==> config.mk <==
export PLATFORM = sky130hd
export DESIGN_NAME = ntt_bfly_pipe
export DESIGN_NICKNAME = d
export VERILOG_FILES = /design/src/rtl/ntt_bfly_pipe.sv
export SDC_FILE = /design/constraint.sdc
export NUM_CORES = 1
export LEC_CHECK = 0
export ABC_AREA = 1
export BUFFER_PORTS_ARGS = -buffer_cell sky130_fd_sc_hd__buf_2
export CELL_PAD_IN_SITES_DETAIL_PLACEMENT = 2
export CELL_PAD_IN_SITES_GLOBAL_PLACEMENT = 2
export CORE_MARGIN = 1
export CORE_UTILIZATION = 38
export CTS_BUF_LIST = sky130_fd_sc_hd__clkbuf_16
export CTS_CLUSTER_SIZE = 25
export DETAILED_ROUTE_END_ITERATION = 8
export MAX_ROUTING_LAYER = met4
export PLACE_DENSITY_LB_ADDON = 0.1
export SYNTH_ARGS = -nofsm -noshare
export SYNTH_HDL_FRONTEND = slang
export SYNTH_SLANG_ARGS = --single-unit
==> constraint.sdc <==
create_clock -name clk -period 13.39 [get_ports clk]
set_input_delay 1.339 -clock clk [delete_from_list [all_inputs] [get_ports clk]]
set_output_delay 1.339 -clock clk [all_outputs]
set_load 0.005 [all_outputs]
==> src/rtl/ntt_bfly_pipe.sv <==
// ntt_bfly_pipe: 4-stage pipelined CT/GS NTT butterfly over Z_Q with valid/ready flow control
module ntt_bfly_pipe #(
  parameter int DW   = 12,
  parameter int Q    = 3329,
  parameter int TAGW = 8
) (
  input  logic            clk,
  input  logic            reset,
  input  logic            in_valid,
  output logic            in_ready,
  input  logic            in_mode,
  input  logic            in_half,
  input  logic [DW-1:0]   in_x,
  input  logic [DW-1:0]   in_y,
  input  logic [DW-1:0]   in_w,
  input  logic [TAGW-1:0] in_tag,
  output logic            out_valid,
  input  logic            out_ready,
  output logic [DW-1:0]   out_x,
  output logic [DW-1:0]   out_y,
  output logic [TAGW-1:0] out_tag,
  output logic            out_err,
  output logic            busy
);
  localparam int K = 2 * DW;
  localparam logic [DW-1:0] QN = DW'(Q);
  localparam logic [DW:0]   QD = (DW + 1)'(Q);
  localparam logic [K-1:0]  QK = K'(Q);
  // Barrett constant floor(2^K / Q); products are < 2^K so the quotient estimate is off by at most one
  localparam logic [K-1:0]  BM = K'((64'd1 << K) / 64'(Q));

  function automatic logic [DW-1:0] mod1(input logic [DW:0] v);
    return (v >= QD) ? DW'(v - QD) : DW'(v);
  endfunction

  function automatic logic [DW-1:0] halve(input logic [DW-1:0] v);
    return v[0] ? DW'(({1'b0, v} + QD) >> 1) : (v >> 1);
  endfunction

  logic            advance;
  logic            v1, v2, v3;
  logic [DW-1:0]   a1, m1, w1, a2, a3, r3;
  logic [K-1:0]    p2;
  logic            mode1, mode2, mode3, half1, half2, half3, err1, err2, err3;
  logic [TAGW-1:0] tag1, tag2, tag3;
  logic            err_in;
  logic [DW-1:0]   gs_a, gs_m;
  logic [2*K-1:0]  bp;
  logic [K-1:0]    bq, br0, br1, br2;
  logic [DW-1:0]   ct_x, ct_y, rx, ry, fx, fy;

  assign advance  = !out_valid || out_ready;
  assign in_ready = advance;
  assign busy     = v1 || v2 || v3 || out_valid;

  // Input checks and the GS add/sub ahead of the first register
  always_comb begin
    err_in = (in_x >= QN) || (in_y >= QN) || (in_w >= QN);
    gs_a   = mod1({1'b0, in_x} + {1'b0, in_y});
    gs_m   = mod1({1'b0, in_x} + QD - {1'b0, in_y});
  end

  // Barrett reduction of the registered product, with two guard subtractions
  always_comb begin
    bp  = {{K{1'b0}}, p2} * {{K{1'b0}}, BM};
    bq  = K'(bp >> K);
    br0 = p2 - bq * QK;
    br1 = (br0 >= QK) ? br0 - QK : br0;
    br2 = (br1 >= QK) ? br1 - QK : br1;
  end

  // Final CT add/sub or GS passthrough, then optional halving
  always_comb begin
    ct_x = mod1({1'b0, a3} + {1'b0, r3});
    ct_y = mod1({1'b0, a3} + QD - {1'b0, r3});
    rx   = mode3 ? a3 : ct_x;
    ry   = mode3 ? r3 : ct_y;
    fx   = half3 ? halve(rx) : rx;
    fy   = half3 ? halve(ry) : ry;
  end

  // Whole pipe advances together; bubbles are preserved while stalled
  always_ff @(posedge clk or posedge reset) begin
    if (reset) begin
      {v1, v2, v3, out_valid} <= '0;
      {a1, m1, w1, a2, a3, r3} <= '0;
      p2 <= '0;
      {mode1, mode2, mode3, half1, half2, half3, err1, err2, err3} <= '0;
      {tag1, tag2, tag3} <= '0;
      out_x   <= '0;
      out_y   <= '0;
      out_tag <= '0;
      out_err <= 1'b0;
    end else if (advance) begin
      v1        <= in_valid;
      a1        <= in_mode ? gs_a : in_x;
      m1        <= in_mode ? gs_m : in_y;
      w1        <= in_w;
      mode1     <= in_mode;
      half1     <= in_half;
      tag1      <= in_tag;
      err1      <= err_in;
      v2        <= v1;
      a2        <= a1;
      p2        <= K'(m1) * K'(w1);
      mode2     <= mode1;
      half2     <= half1;
      tag2      <= tag1;
      err2      <= err1;
      v3        <= v2;
      a3        <= a2;
      r3        <= DW'(br2);
      mode3     <= mode2;
      half3     <= half2;
      tag3      <= tag2;
      err3      <= err2;
      out_valid <= v3;
      out_x     <= fx;
      out_y     <= fy;
      out_tag   <= tag3;
      out_err   <= err3;
    end
  end
endmodule
Word-level counts from Yosys, hierarchy flattened
Cells that the tools add are included.

word-level totals
  flip-flop bits (word level) = 166
  input bits = 50
  output and inout bits = 36
  word-level logic and storage cells = 75

cells by class
  add/subtract/negate cells = 15
  multipliers = 3
  order comparisons = 9
  mux-type cells = 14
  reduce and logical (&&, ||, !) cells = 7

operators by type and width
  cell                                                                      number
  12-bit 2-to-1 mux                                                         13
  12-bit subtractor (second input constant)                                 5
  12-bit by 12-bit adder with 13-bit output (second input constant)         4
  13-bit by 12-bit >= comparator with 1-bit output (second input constant)  4
  24-bit by 12-bit >= comparator with 1-bit output (second input constant)  2
  24-bit by 13-bit multiplier with 37-bit output (second input constant)    1
  12-bit >= comparator (second input constant)                              3
  12-bit by 12-bit adder with 13-bit output                                 2
  13-bit by 12-bit subtractor with 13-bit output                            2
  12-bit by 12-bit multiplier with 24-bit output                            1
  13-bit by 12-bit multiplier with 24-bit output (second input constant)    1
  24-bit 2-to-1 mux                                                         1
  24-bit by 12-bit subtractor with 24-bit output (second input constant)    1
  24-bit subtractor                                                         1
  1-bit logical OR                                                          6
  1-bit zero test                                                           1

Logic depth before layout (Yosys ltp)
Gate-level depths: netlist of run 1.

  depth after elaboration = 8
  depth in mapped cells = 64
  mapped depth without buffers = 62

Least setup slack after synthesis of run 1
No wires, ideal clock.

  path type = register to register
  start = register p2[14]
  end = register r3[11]
  library setup time = 118 ps
  arrival = 9690 ps
  slack = 3582 ps
  stages on the path, launching flop included = 55
  buffers on the path = 2
  clock period less this slack = 9808 ps
  cells stage by stage = dfrtp_1 -> fa_1 -> fa_1 -> fa_1 -> fa_1 -> inv_1 -> fa_1 -> inv_1 -> ha_1 -> nand2_1 -> o21ai_0 -> a21o_1 -> a31oi_1 -> o31ai_1 -> nand2_1 -> nand2_1 -> xnor2_1 -> inv_1 -> [19 not listed] -> nand2_1 -> nor2_2 -> nand2_4 -> buf_6 -> inv_2 -> nand2_1 -> o21ai_2 -> ha_1 -> nand3_1 -> nor2_1 -> nand3_2 -> o21ai_2 -> nand2_4 -> buf_6 -> nand2_1 -> nand2_1 -> nand3_1 -> nand2_1

between the ends
  longest elaborated chain between the ends = 7

RTL lines
  item                                                                                                                       line  source
  start: declaration                                                                                                         43    logic [K-1:0] p2;
  start signal: assignment                                                                                                   105   p2 <= K'(m1) * K'(w1);
  24-bit by 13-bit multiplier with 37-bit output                                                                             65    bp = {{K{1'b0}}, p2} * {{K{1'b0}}, BM};
  13-bit by 12-bit multiplier with 24-bit output                                                                             67    br0 = p2 - bq * QK;
  24-bit subtractor *                                                                                                        67
  24-bit by 12-bit subtractor with 24-bit output / 24-bit by 12-bit >= comparator with 1-bit output (equally long branches)  68    br1 = (br0 >= QK) ? br0 - QK : br0;
  24-bit 2-to-1 mux *                                                                                                        68
  24-bit by 12-bit >= comparator with 1-bit output / 12-bit subtractor (equally long branches)                               69    br2 = (br1 >= QK) ? br1 - QK : br1;
  12-bit 2-to-1 mux *                                                                                                        69
  end signal: assignment                                                                                                     112   r3 <= DW'(br2);
  end: declaration                                                                                                           42    logic [DW-1:0] a1, m1, w1, a2, a3, r3;

Every way passes the cells marked *; elsewhere a longest branch is shown, timed or not.
A chain may end at the register's enable or synchronous reset.

Worst setup path after layout of run 1
  start = register p2[9]
  end = register r3[1]

Same word-level chain as after synthesis.

==> key figures, run 1 <==
Worst setup path
  – Worst setup SP type: flop
  – Maximum fanout along the worst path: 28
  – Type of the worst setup path: flop to flop
  – Number of cells traversed by the worst register-to-register path: 55
  – R2R Path End: r3[1]
  – Arrival time worst endpoint: 12.06 ns
  – R2r startpoint: p2[9]
  – Crit path required time: 13.75 ns
  – Cell with the largest stage delay on the worst path: dfrtp_1
  – Register-to-register setup slack: 1.69 ns
  – Critical path endpoint category: flop
  – Slowest cell delay on critical path: 0.70 ns
  – Cell mode on critical path: nand2_1

STA
  – Total Negative Setup Slacks: 0 ns
  – Final critical delay including setup and external delays: 11.70 ns
  – Endpoints failing hold: 0
  – Setup slack after layout: 1.69 ns
  – Total of endpoints with negative setup slack in the final report: 0
  – Worst slew margin relative to its limit: 0.247
  – Setup repair after global routing missed its margin: false
  – Final Cycle Share: 0.874
  – Achievable clock frequency: 85.5 MHz
  – Fin. max-slew vios: 0
  – Final worst clock skew: 0.0126 ns
  – Slew @ Worst Pin: 1.13 ns

Clock network
  – Root buffer selected by CTS: clkbuf_16
  – Number of buffers added for setup after CTS: 0
  – Buffers from clock root to sink, at most: 2
  – Depth of the CTS H-tree: 4
  – Post-cts gate resize count: 0
  – Number of buffers added to fix hold violations after cts: 0
  – Clock buffers created by TritonCTS: 17
  – Clock edge transition at the registers on the reported setup and hold paths: 0.07 ns
  – # clock sinks: 166
  – Clock tree from TritonCTS: built
  – Clock network latency to the later pin of the worst-skew pair: 0.48 ns

Route
  – Routed WL: 88,300 um
  – Top layer reached by signal wires: met4
  – Detailed Route Iter0 Violations: 862
  – DR WL/cell: 19.0 um
  – Met3 Wirelength: 1500 um
  – Via total after detailed routing: 23.7k
  – Via density: 5.08
  – Number of iterations in the first detailed-routing pass: 5
  – Detail Route met2 WL: 44,400 um
  – DRC viols: 0
  – Residual antenna-violating net count after detailed routing: 0
  – Met1 wire length: 41,000 um

Synthesis
  – Largest cells by area after synthesis: fa_1 20%, ha_1 16%, dfrtp_1 16%, nand2_1 15%, inv_1 10%
  – Post-synthesis cell type with the largest combined area: fa_1
  – Number of instances in the synthesized netlist: 3,683
  – Number of distinct library cells after synthesis: 52
  – Fraction of registers with async set/reset: 1.00
  – Top-area cell type share of the netlist area: 0.197
  – Post-synthesis cell area: 0.0265 sq mm
  – EDFF count, synth: 0
  – Synthesized net count: 4,341
  – Avg Inst Size Synth: 7.19 sq um
  – Yosys warns: 0
  – Dominant register cell in the synthesized netlist: dfrtp_1
  – Fraction of the yosys area taken by sequential cells: 0.157
  – Synthesized flop and latch total: 166

Place
  – Final HPWL from detailed placement: 74,900 um
  – Post-placement worst setup slack: 1.63 ns
  – Number of buffers inserted by port buffering: 85
  – Weighted congestion at the end of routability-driven global placement: 0.876

Global routing
  – First-pass GRT wire length: 145,000 um
  – Final global-route overflow total: 0
  – Initial antenna violation count: 3
  – Via count of the first global-routing pass: 27.0k
  – Total routing usage reported by global routing: 0.266
  – Largest net degree at the start of global routing: 202

Die
  – Number of top-level pins: 86
  – Row count: 96
  – Area of the die: 0.0707 sq mm
  – Die height: 266 um
  – Floorplan core area: 0.0687 sq mm
  – Chip Width: 266 um
  – Effective utilization at floorplan: 0.385

Worst hold path
  – HP Start: a2[7]
  – WHS Endpoint: a2[7]
  – Instance count along the most critical hold path: 2
  – Min-Delay Path Class: flop to flop

Final layout
  – Most common cell after layout, fill and taps aside: nand2_1
  – Commonest non-fill, non-tap cells in the layout: 1,060 x nand2_1, 738 x inv_1, 348 x ha_1, 260 x fa_1, 197 x nor2_1
  – Fraction of final layout cells with drive strength greater than 1: 0.0526
  – Fin nets: 4,370
  – Area growth from synthesis to layout: 7.27%

Status
  – Outcome: completed

Flow run
  – Max-cap violations: 0
[cell families after synthesis]
family	synth area share
AND/OR/NAND/NOR	0.244
buffers and inverters	0.120
adder cells (fa/ha/maj)	0.361
AO/OA/AOI/OAI	0.0835
flip-flops	0.157
XOR/XNOR	0.0346
[critical path: cells and delay by family (launching register included)]
family / cells / cell delay (ns)
buf+inv: 10 / 0.73
flops: 1 / 0.70
simple gates: 24 / 2.72
xor+xnor: 1 / 0.47
fa+ha+maj: 13 / 5.65
compound gates: 7 / 1.27
[layer usage]
metal  track usage  vias to the layer above
met1         0.332                    11970
met3        0.0288                       80
met5             -                        -
met2         0.463                      190
met4        0.0544                        0
li1              -                    11422
[per-stage QoR]
| step | hold slack [ns] | cell area [sq um] | util | cells |
|---|---|---|---|---|
| after floorplan | 0.442 | 26500 | - | 3683 |
| after global placement | 0.455 | 27800 | 0.404 | 4624 |
| after detailed placement | 0.466 | 27800 | 0.404 | 4624 |
| after CTS | 0.488 | 28400 | 0.413 | 4655 |
| after global routing | 0.510 | 28400 | 0.413 | 4658 |
| final | 0.485 | 28400 | 0.413 | 4658 |
[sequential cells by signal, indices dropped and copies added, names as in the netlist, 8 cells and up]
signal and flops:
a1 12, out_x 12, out_tag 8, m1 12, p2 24, a2 12
a3 12, w1 12, tag3 8, out_y 12, tag2 8, r3 12
tag1 8
[cells in the mapped netlist (all sizes together) (3+ instances only)]
cell type	number
nand2	1080
inv	754
ha	348
fa	260
nor2	214
o21ai	199
nand3	182
dfrtp	166
a21oi	152
clkbuf	73
xor2	69
nand4	41
xnor2	33
nor3	21
nand3b	13
a31oi	11
o21bai	10
o211ai	9
buf	7
a21o	4
o21a	4
or2	4
a221oi	3
clkinv	3
nor3b	3
o221ai	3
[worst max path at each step]
stage / slack (ns) / from / depth (start not counted) / end
2_1_floorplan: 3.58 / p2[14] / 54 / r3[11]
3_5_place_dp: 1.63 / p2[9] / 55 / r3[1]
6_report: 1.69 / p2[9] / 55 / r3[1]
5_1_grt: 0.87 / p2[9] / 56 / r3[1]
4_1_cts: 1.59 / p2[9] / 55 / r3[1]
3_3_place_gp: 1.91 / p2[9] / 55 / r3[0]
[area by class of cell]
class	count	area (sq um)
fillers	8190	40300
multi-input cells	2680	19100
flip-flops and latches	166	4150
inverters	757	2850
well taps	931	1160
repair buffers	90	475
clock buffers	17	425
clock inverters	14	169
diodes	3	7.51
Power of run 1 is left out: the tool's default activity adds up to more than one toggle a clock period on the data nets, which glitch-free logic cannot reach.
==> run 2: changes to the inputs <==
Settings changed: CORE_ASPECT_RATIO set to 0.7.
==> key figures, run 2 (synthesized netlist as in run 1, its figures left out) <==
Final layout
  – Final core utilization: 0.414
  – Fill cell total of the finished layout: 8,201
  – Fin nets: 4,372
  – Fraction of final layout cells with drive strength greater than 1: 0.0531
  – Post-route cell area: 0.0283 sq mm
  – Multi-input logic area: 0.0191 sq mm
  – FF+latch area: 0.00415 sq mm
  – Commonest non-fill, non-tap cells in the layout: 1,060 x nand2_1, 739 x inv_1, 348 x ha_1, 260 x fa_1, 197 x nor2_1
  – Register containing the most flip-flops in the final layout: p2
  – Total inserted antenna cells: 0
  – Most common cell after layout, fill and taps aside: nand2_1
  – Flip-flop count of the largest register after layout: 24
  – Area growth from synthesis to layout: 7.01%

STA
  – Fin. max-slew vios: 0
  – Total Negative Setup Slacks: 0 ns
  – Final worst clock skew: 0.0182 ns
  – Worst slew margin relative to its limit: 0.327
  – Endpoints failing hold: 0
  – Final Cycle Share: 0.892
  – Setup repair after global routing missed its margin: false
  – Setup slack after layout: 1.45 ns
  – Slew @ Worst Pin: 1.01 ns
  – Total of endpoints with negative setup slack in the final report: 0
  – Achievable clock frequency: 83.8 MHz
  – Final critical delay including setup and external delays: 11.94 ns

Clock network
  – Buffers from clock root to sink, at most: 2
  – Depth of the CTS H-tree: 4
  – Clock edge transition at the registers on the reported setup and hold paths: 0.07 ns
  – Clock network latency to the later pin of the worst-skew pair: 0.46 ns
  – Clock buffers created by TritonCTS: 17
  – Root buffer selected by CTS: clkbuf_16
  – Number of buffers added to fix hold violations after cts: 0
  – Clock tree from TritonCTS: built
  – # clock sinks: 166
  – Post-cts gate resize count: 0
  – Number of buffers added for setup after CTS: 0

Die
  – Area of the die: 0.0707 sq mm
  – Die height: 223 um
  – Floorplan core area: 0.0685 sq mm
  – Number of top-level pins: 86
  – Effective utilization at floorplan: 0.387
  – Chip Width: 317 um
  – Row count: 80

Worst setup path
  – Cell with the largest stage delay on the worst path: dfrtp_1
  – Register-to-register setup slack: 1.45 ns
  – R2R Path End: r3[5]
  – R2r startpoint: p2[9]
  – Crit path required time: 13.73 ns
  – Type of the worst setup path: flop to flop
  – Number of cells traversed by the worst register-to-register path: 53
  – Worst setup SP type: flop
  – Cell mode on critical path: nand2_1
  – Arrival time worst endpoint: 12.27 ns
  – Maximum fanout along the worst path: 28
  – Critical path endpoint category: flop
  – Slowest cell delay on critical path: 0.67 ns

Global routing
  – Largest net degree at the start of global routing: 83
  – Final global-route overflow total: 0
  – Initial antenna violation count: 1
  – Met3 layer usage reported by global route: 0.0211
  – Total routing usage reported by global routing: 0.280
  – Most Crowded Layer GR: met2
  – Via count of the first global-routing pass: 27.5k
  – M2 GR Usage: 0.448
  – Met1 global-route usage: 0.398
  – First-pass GRT wire length: 153,000 um

Route
  – DR WL/cell: 20.2 um
  – Number of iterations in the first detailed-routing pass: 5
  – Via density: 5.21
  – Detailed Route Iter0 Violations: 1,181
  – DRC viols: 0
  – Via total after detailed routing: 24.1k
  – Residual antenna-violating net count after detailed routing: 0
  – Routed WL: 93,700 um

Place
  – Cell area after placement: 0.0278 sq mm
  – Post-placement worst setup slack: 1.46 ns
  – Final HPWL from detailed placement: 78,900 um
  – Weighted congestion at the end of routability-driven global placement: 0.870
  – Number of buffers inserted by port buffering: 85

Worst hold path
  – HP Start: tag2[4]
  – Instance count along the most critical hold path: 2
  – Min-Delay Path Class: flop to flop
  – WHS Endpoint: tag3[4]

Status
  – Outcome: completed

Flow run
  – Max-cap violations: 0
run 2: changes by cell type in the layout (fill, tap and decap cells not counted), moves of 2 or more:
cell,change
inv_6,-2
clkinv_2,-2
inv_8,+3
buf_4,+3
diode_2,-3
clkinvlp_4,+3
bufinv_16,-2
run 2: metal layers:
layer  share of wire  vias up
met5               0        -
met4          0.0078        0
met3           0.020       55
met2            0.46      258
met1            0.51    12398
li1                -    11418
run 2: worst max-delay path by stage:
stage	endpoint	from	depth (start not counted)
6_report	r3[5]	p2[9]	53
5_1_grt	r3[5]	p2[9]	53
4_1_cts	r3[5]	p2[9]	52
3_5_place_dp	r3[5]	p2[9]	52
3_3_place_gp	r3[1]	p2[9]	54
2_1_floorplan	r3[11]	p2[14]	54
run 2: critical path, delay by kind of cell (launching register included):
kind / cells / cell delay (ns)
flops: 1 / 0.67
buf+inv: 9 / 0.69
compound gates: 6 / 1.24
xor+xnor: 1 / 0.45
fa+ha+maj: 13 / 5.73
simple gates: 24 / 2.99
run 2: cell type report:
| class | instances | share of cell area |
|---|---|---|
| Sequential cell | 166 | 0.147 |
| Tap cell | 902 | 0.0399 |
| Multi-Input combinational cell | 2680 | 0.676 |
| Inverter | 757 | 0.101 |
| Clock buffer | 17 | 0.0150 |
| Timing Repair Buffer | 92 | 0.0169 |
| Clock inverter | 15 | 0.00499 |
run 2: per-stage QoR:
step	hold slack, ns	std cells
floorplan	0.442	3683
global placement	0.454	4597
detailed placement	0.466	4597
CTS	0.480	4629
global route	0.501	4629
finish	0.471	4629
Power of run 2 is left out for the same reason.
==> run 3: changes to the inputs <==
Clock period 13.39 ns to 11 ns, I/O delays scaled along.
==> key figures, run 3 (synthesized netlist as in run 1, its figures left out) <==
Final layout
  – Total inserted antenna cells: 0
  – Flip-flop count of the largest register after layout: 24
  – Final core utilization: 0.428
  – Fin nets: 4,440
  – Most common cell after layout, fill and taps aside: nand2_1
  – Non-filler instance count after layout: 4,696
  – Area growth from synthesis to layout: 10.6%
  – Fraction of final layout cells with drive strength greater than 1: 0.0946
  – Fill cell total of the finished layout: 8,097
  – Commonest non-fill, non-tap cells in the layout: 1,043 x nand2_1, 734 x inv_1, 337 x ha_1, 255 x fa_1
  – Register containing the most flip-flops in the final layout: p2

Global routing
  – Initial antenna violation count: 1
  – Via count of the first global-routing pass: 27.7k
  – Largest net degree at the start of global routing: 149
  – Total routing usage reported by global routing: 0.279
  – Final global-route overflow total: 0
  – First-pass GRT wire length: 152,000 um

Die
  – Number of top-level pins: 86
  – Effective utilization at floorplan: 0.387
  – Row count: 80
  – Area of the die: 0.0707 sq mm
  – Floorplan core area: 0.0685 sq mm
  – Die height: 223 um
  – Chip Width: 317 um

Flow run
  – Max-cap violations: 0

Clock network
  – Clock tree from TritonCTS: built
  – Depth of the CTS H-tree: 4
  – Clock network latency to the later pin of the worst-skew pair: 0.46 ns
  – Clock buffers created by TritonCTS: 17
  – Buffers from clock root to sink, at most: 2
  – # clock sinks: 166
  – Root buffer selected by CTS: clkbuf_16
  – Clock edge transition at the registers on the reported setup and hold paths: 0.08 ns

STA
  – Fin. max-slew vios: 0
  – Achievable clock frequency: 92.3 MHz
  – Worst slew margin relative to its limit: 0.275
  – Total of endpoints with negative setup slack in the final report: 0
  – Final critical delay including setup and external delays: 10.84 ns
  – Slew @ Worst Pin: 1.09 ns
  – Final worst clock skew: 0.0121 ns
  – Setup slack after layout: 0.163 ns
  – Final Cycle Share: 0.985
  – Endpoints failing hold: 0

Worst setup path
  – Crit path required time: 11.35 ns
  – Number of cells traversed by the worst register-to-register path: 57
  – Worst setup SP type: flop
  – R2r startpoint: p2[7]
  – Arrival time worst endpoint: 11.18 ns
  – Maximum fanout along the worst path: 6
  – R2R Path End: r3[10]
  – Type of the worst setup path: flop to flop
  – Critical Path Source: p2[7]
  – Cell mode on critical path: nand2_1
  – Register-to-register setup slack: 0.16 ns
  – Capture point of the worst path: r3[10]
  – Slowest cell delay on critical path: 0.62 ns
  – Critical path endpoint category: flop
  – Cell with the largest stage delay on the worst path: fa_1

Route
  – Detailed Route Iter0 Violations: 1,196
  – DR WL/cell: 20.8 um
  – Residual antenna-violating net count after detailed routing: 0
  – Routed WL: 97,700 um
  – Via density: 5.22
  – Number of iterations in the first detailed-routing pass: 5
  – Via total after detailed routing: 24.5k
  – DRC viols: 0

Place
  – Weighted congestion at the end of routability-driven global placement: 0.923
  – Number of buffers inserted by port buffering: 85
  – Placed insts: 4,623
  – Post-placement worst setup slack: -0.189 ns
  – Final HPWL from detailed placement: 78,700 um

Worst hold path
  – Min-Delay Path Class: flop to flop

Status
  – Outcome: completed
## run 3: changes by cell type in the layout (fill, tap and decap cells not counted), sizes merged
cell      previous run  this run
buf                 92       158
bufinv               0         2
clkinv               5         8
clkinvlp             4         3
inv                763       758
nand2             1080      1082
## run 3: how the worst min path moves through the flow
stage	slack, ns	startpoint	endpoint	cells after the start
2_1_floorplan	0.44	a1[7]	a2[7]	2
3_5_place_dp	0.47	tag2[0]	tag3[0]	2
3_3_place_gp	0.45	tag2[1]	tag3[1]	2
6_report	0.48	tag3[4]	out_tag[4]	2
4_1_cts	0.49	tag3[4]	out_tag[4]	2
5_1_grt	0.51	tag2[0]	tag3[0]	2
## run 3: critical path, delay by kind of cell, from the launching register on
family | cells | cell delay (ns)
XOR/XNOR | 1 | 0.12
AO/OA/AOI/OAI | 7 | 1.30
adder cells (fa/ha/maj) | 13 | 5.58
buffers and inverters | 11 | 0.73
AND/OR/NAND/NOR | 25 | 2.47
flip-flops | 1 | 0.48
## run 3: routing by layer
layer / vias up / wire (um) / track usage
met5: - / 0 / -
met4: 0 / 1420 / 0.0429
met3: 90 / 2440 / 0.0279
met2: 308 / 46000 / 0.443
met1: 12545 / 47800 / 0.391
li1: 11559 / - / -
## run 3: repair_timing
item | CTS | global route
hold buffers | 0 | 0
pin swaps | 0 | 22
setup buffers | 7 | 33
gates cloned | 0 | 2
endpoints found under the setup margin | 12 | 12
gates resized for setup | 22 | 97
## run 3: stage by stage
| stage | hold WS [ns] | cell area (sq um) | TNS (ns) |
|---|---|---|---|
| 4_1_cts | 0.487 | 28700 | 0 |
| 6_report | 0.478 | 29300 | 0 |
| 3_5_place_dp | 0.469 | 28000 | -1.79 |
| 5_1_grt | 0.507 | 29300 | -4.76 |
| 2_1_floorplan | 0.442 | 26500 | 0 |
| 3_3_place_gp | 0.452 | 28000 | 0 |
## run 3: area by class of cell
class,count,area [sq um],share of cell area
clock buffers,17,425,0.0145
flip-flops and latches,166,4170,0.143
multi-input cells,2682,19600,0.668
inverters,757,2860,0.0977
clock inverters,14,148,0.00504
well taps,902,1130,0.0385
repair buffers,158,990,0.0338
Power of run 3 is left out for the same reason.
